## config.mk

```make
export PLATFORM = sky130hd
export DESIGN_NAME = pc_seq
export DESIGN_NICKNAME = d
export VERILOG_FILES = /design/src/rtl/pc_seq_pkg.sv /design/src/rtl/pc_seq_npc_op_sel.sv /design/src/rtl/pc_seq.sv
export SDC_FILE = /design/constraint.sdc
export NUM_CORES = 1
export LEC_CHECK = 0
export CAP_MARGIN = 20
export CELL_PAD_IN_SITES_DETAIL_PLACEMENT = 0
export CELL_PAD_IN_SITES_GLOBAL_PLACEMENT = 2
export CORE_ASPECT_RATIO = 1.4
export CORE_UTILIZATION = 26
export CTS_CLUSTER_DIAMETER = 150
export CTS_CLUSTER_SIZE = 40
export DETAILED_ROUTE_END_ITERATION = 16
export GPL_TIMING_DRIVEN = 1
export PLACE_DENSITY_LB_ADDON = 0.1
export RECOVER_POWER = 100
export SYNTH_ARGS = -nofsm -noshare
export SYNTH_HDL_FRONTEND = slang
export SYNTH_HIERARCHICAL = 1
export SYNTH_SLANG_ARGS = --single-unit
export TNS_END_PERCENT = 50
```

## constraint.sdc

```tcl
create_clock -name clk_i -period 5.4 [get_ports clk_i]
set_clock_uncertainty 0.15 [all_clocks]
set_input_delay 0.54 -clock clk_i [delete_from_list [all_inputs] [get_ports clk_i]]
set_output_delay 0.54 -clock clk_i [all_outputs]
set_load 0.01 [all_outputs]
```

## src/rtl/pc_seq_pkg.sv

```systemverilog
// +----------------------------------------------------------------------------+
// | Module  : pc_seq_pkg                                                       |
// | Brief   : Shared next-PC select encodings and sequencer state encoding.    |
// | Revision: 1.0                                                              |
// +----------------------------------------------------------------------------+
`default_nettype none

package pc_seq_pkg;

    localparam logic [1:0] NPC_PC4 = 2'b00;
    localparam logic [1:0] NPC_RA  = 2'b01;
    localparam logic [1:0] NPC_IMM = 2'b10;

    typedef enum logic [1:0] {
        RST   = 2'd0,
        FETCH = 2'd1,
        EXEC  = 2'd2
    } state_t;

endpackage : pc_seq_pkg

`default_nettype wire

```

## src/rtl/pc_seq_npc_op_sel.sv

```systemverilog
// +----------------------------------------------------------------------------+
// | Module  : npc_op_sel                                                       |
// | Brief   : Priority select of the next-PC adder operation during EXEC.      |
// | Revision: 1.0                                                              |
// +----------------------------------------------------------------------------+
`default_nettype none

module npc_op_sel
    import pc_seq_pkg::*;
(
    input  logic       exec_i,
    input  logic       is_jal_i,
    input  logic       is_jalr_i,
    input  logic       is_branch_i,
    input  logic       br_taken_i,
    output logic [1:0] npc_op_o
);

    always_comb begin
        npc_op_o = NPC_PC4;
        if (exec_i) begin
            if (is_jalr_i) begin
                npc_op_o = NPC_RA;
            end else if (is_jal_i) begin
                npc_op_o = NPC_IMM;
            end else if (is_branch_i && br_taken_i) begin
                npc_op_o = NPC_IMM;
            end
        end
    end

endmodule : npc_op_sel

`default_nettype wire

```

## src/rtl/pc_seq.sv

```systemverilog
// +----------------------------------------------------------------------------+
// | Module  : pc_seq                                                           |
// | Brief   : PC sequencer: fetch/exec handshake, PC register, instret counter.|
// |           Define PC_SEQ_TRAP_EN to trap on misaligned control-flow targets.|
// | Revision: 1.0                                                              |
// +----------------------------------------------------------------------------+
`default_nettype none

module pc_seq
    import pc_seq_pkg::*;
#(
    parameter logic [31:0] RESET_PC = 32'h0000_0000,
    parameter logic [31:0] TRAP_VEC = 32'h0000_0100
) (
    input  logic        clk_i,
    input  logic        rst_i,
    output logic        fetch_req_o,
    input  logic        fetch_ack_i,
    input  logic        is_jal_i,
    input  logic        is_jalr_i,
    input  logic        is_branch_i,
    input  logic        br_taken_i,
    input  logic        stall_i,
    input  logic [31:0] npc_i,
    output logic [1:0]  npc_op_o,
    output logic [31:0] pc_o,
    output logic [31:0] instret_o,
    output logic        trap_o
);

    state_t      r_state;
    state_t      w_next_state;
    logic [31:0] r_pc;
    logic [31:0] r_instret;
    logic        w_exec;
    logic        w_retire;

    always_comb begin
        w_next_state = r_state;
        case (r_state)
            RST:     w_next_state = FETCH;
            FETCH:   if (fetch_ack_i) w_next_state = EXEC;
            EXEC:    if (!stall_i)    w_next_state = FETCH;
            default: w_next_state = RST;
        endcase
    end

    always_ff @(posedge clk_i) begin
        if (rst_i) begin
            r_state <= RST;
        end else begin
            r_state <= w_next_state;
        end
    end

    assign w_exec   = (r_state == EXEC);
    assign w_retire = w_exec && !stall_i;

    npc_op_sel u_npc_op_sel (
        .exec_i      (w_exec),
        .is_jal_i    (is_jal_i),
        .is_jalr_i   (is_jalr_i),
        .is_branch_i (is_branch_i),
        .br_taken_i  (br_taken_i),
        .npc_op_o    (npc_op_o)
    );

`ifdef PC_SEQ_TRAP_EN
    logic w_misalign;
    logic r_trap;

    assign w_misalign = (npc_i[1:0] != 2'b00);

    // A trapping retire redirects to the vector but does not count as retired.
    always_ff @(posedge clk_i) begin
        if (rst_i) begin
            r_pc      <= RESET_PC;
            r_instret <= 32'd0;
            r_trap    <= 1'b0;
        end else begin
            r_trap <= w_retire && w_misalign;
            if (w_retire) begin
                if (w_misalign) begin
                    r_pc <= TRAP_VEC;
                end else begin
                    r_pc      <= npc_i;
                    r_instret <= r_instret + 32'd1;
                end
            end
        end
    end

    assign trap_o = r_trap;
`else
    logic w_unused_trap_inputs;

    assign w_unused_trap_inputs = ^{TRAP_VEC, npc_i[1:0]};

    always_ff @(posedge clk_i) begin
        if (rst_i) begin
            r_pc      <= RESET_PC;
            r_instret <= 32'd0;
        end else if (w_retire) begin
            r_pc      <= {npc_i[31:2], 2'b00};
            r_instret <= r_instret + 32'd1;
        end
    end

    assign trap_o = 1'b0;
`endif

    assign fetch_req_o = (r_state == FETCH);
    assign pc_o        = r_pc;
    assign instret_o   = r_instret;

endmodule : pc_seq

`default_nettype wire

```

==> flow_summary.yaml <==
outcome:
  status: "finished, violations left"
  violations: "max-capacitance violations, max-slew violations"
power_and_ir_drop:
  power_density_mw_per_mm2: 273
  power_uw: 1130
  cellLeakagePower_uw: 0.00157
  ir_drop_uv: 132
sta:
  rsz0062_at_grt: "false"
  slew_headroom_pct: -116
  worstMarginPinSlew_ns: 3.23
  slew_violations: 70
  finalCritPeriodShare_pct: 61.8
  min_period_ns: 3.34
  setup_viol: 0
  timing.fmax_mhz: 300
  finalSetupTns_ns: 0
  hold_viol_final: 0
place:
  globalplace.congestion: 0.669
  portBuffers: 102
  post-dp-hpwl_um: 5050
setup_path:
  cp.required_ns: 5.47
  worstPathArrival_ns: 3.40
  r2r-end: "instret_o[23]"
  path_class: "in -> reg"
  start_kind: "input pin"
  cp_max_fo: 69
  reg2reg_depth: 5
  r2r_setup_slack_ns: 2.90
  cp-end-kind: "register"
  reg2reg_from: "r_state[1]"
cts:
  clk_pin_slew_ns: 0.05
  cts-root-buf: "clkbuf_16"
  post_cts_resized: 0
  cts_tree: "done"
  postCtsSetupRepairBufs: 0
  numCtsBuffers: 9
  clockBufferDepth: 2
  clk_latency_ns: 0.33
  htreeDepth: 3
  clock_sinks: 64
  postCtsHoldBufs: 0
floorplanning:
  fp.dieH_um: 123
  fp.dieW_um: 88.6
  io_pins: 108
  die_area_mm2: 0.0109
  num_rows: 43
  core_area_mm2: 0.0101
  start_util_pct: 27.1
min_path:
  holdCritStartpoint: "pc_o[20]"
  hold_path.class: "reg -> reg"
  holdPathEnd: "pc_o[20]"
  hold_depth: 2
synthesis:
  synth_area_mm2: 0.00273
  netlist.area_leader.share_pct: 47.0
  syn_avg_cell_area_um2: 8.24
  async_reset_ff_share_pct: 0
  synth_common_cells: "73 x nand2_1, 64 x dfxtp_1, 49 x a21oi_1"
  synth_warnings: 6
  ys_seq_area_share_pct: 47.0
  synth-seq-cells: 64
  ys_types: 36
  synth_top_area_cell: "dfxtp_1"
  synth_ff_type: "dfxtp_1"
  synth_edf_count: 0
  synth_cells: 331
  synth_most_common_cell: "nand2_1"
  ys_top_cells_by_area: "dfxtp_1 47%, nand2_1 10%, a21oi_1 9.0%"
job:
  cap_violations: 1
detailed_routing:
  drt_iter0_drc: 67
  drt-pass1-iter-count: 4
  route.detailed.drc: 0
  ant_nets: 0
  vias: 2657
  drt_wl_total_um: 7570
  wl_per_cell_um: 13.4
  via_per_inst: 4.69
global_routing:
  grt_max_degree: 70
  overflow: 0
  grt.total_usage_pct: 14.8
  antenna_found_initial: 0
  grt_pass1_wl_um: 12300
  first_global_vias: 2501
layout:
  drive_gt1_share_pct: 6.71
  syn2layout_area_growth_pct: 51.3
  fin_nets: 468
  num_antenna_cells: 0
flip-flops by register name (all words and copies together) (netlist names):
register,flops
instret_o,32
pc_o,30
r_state,2
cell families (layout without fill, tap and decap cells):
kind of cell	after synthesis	after routing	synth area share, %
xor gates and xnor gates	11	11	3.53
AOI/OAI and AO/OA	64	64	12.7
DFF	64	64	47.0
muxes	5	5	2.06
adders and majority gates	1	1	0.458
buffers and inverters	27	126	4.81
other	1	3	0.137
and+or+nand+nor	158	158	29.4
critical path, cell delays in order:
cell	delay, ns
buf_2	0.07
clkbuf_1	2.26
nor2b_1	0.10
mux2_2	0.38
worst max path at each step:
| stage | slack, ns | start | to | depth (start not counted) |
|---|---|---|---|---|
| 2_1_floorplan | 3.17 | instret_o[16] | instret_o[29] | 6 |
| 3_3_place_gp | 2.19 | stall_i | instret_o[21] | 6 |
| 3_5_place_dp | 2.19 | stall_i | instret_o[21] | 6 |
| 4_1_cts | 2.53 | stall_i | instret_o[21] | 6 |
| 5_1_grt | 1.69 | rst_i | instret_o[21] | 4 |
| 6_report | 2.06 | rst_i | instret_o[27] | 4 |
stage by stage:
step	utilization [%]	hold WS (ns)	instance area (µm²)	setup slack [ns]	std cells
after floorplan	-	0.331	2740	3.17	333
after global placement	38.1	0.291	3840	2.19	551
after detailed placement	38.1	0.299	3840	2.19	551
after CTS	41.1	0.304	4140	2.53	567
after global routing	41.0	0.315	4130	1.69	567
final	41.0	0.298	4130	2.06	567
where the power goes:
| group | switching, µW | total [µW] | internal, µW |
|---|---|---|---|
| Combinational | 26.3 | 62.3 | 36.0 |
| Sequential | 3.91 | 481 | 478 |
| Clock | 204 | 585 | 381 |
per-layer routing:
| metal | vias to the layer above | part of all wire [%] | global-route usage, % | wire length, µm |
|---|---|---|---|---|
| li1 | 1339 | - | - | - |
| met2 | 70 | 50 | 24.7 | 3760 |
| met3 | 11 | 6.0 | 4.14 | 458 |
| met5 | - | 0 | 0 | 0 |
| met1 | 1237 | 42 | 16.7 | 3170 |
| met4 | 0 | 2.4 | 8.47 | 181 |
final cells by class:
class / count / area, µm²
fillers: 1060 / 5930
multi-input cells: 242 / 1320
flip-flops and latches: 64 / 1280
repair buffers: 105 / 1030
clock buffers: 13 / 260
well taps: 135 / 169
clock inverters: 3 / 40.0
inverters: 5 / 18.8
cell usage in the layout (no fill, tap or decap), types with 2 or more instances in the layout:
cell             netlist  layout
nand3_1               10      10
or4_1                  9       9
clkbuf_1               9       3
clkinv_2               0       2
nor4_1                 5       5
o21ai_0                5       5
nand2_1               73      73
o31ai_1               10      10
and4_1                 3       3
or3_1                  6       6
clkdlybuf4s50_1        0      37
nand4_1                8       8
and2_1                 2       2
nor4_2                 2       2
buf_4                  3       2
xnor2_1                5       5
and3_1                 3       3
inv_1                  5       5
clkbuf_8               0       2
dlygate4sd3_1          0      64
a21oi_1               49      49
clkbuf_16              0       9
nor2_1                22      22
conb_1                 1       3
nor2b_1                6       6
xor2_1                 6       6
dfxtp_1               64      64
mux2_2                 5       5
Note: power is estimated with default switching activity, not from simulation.
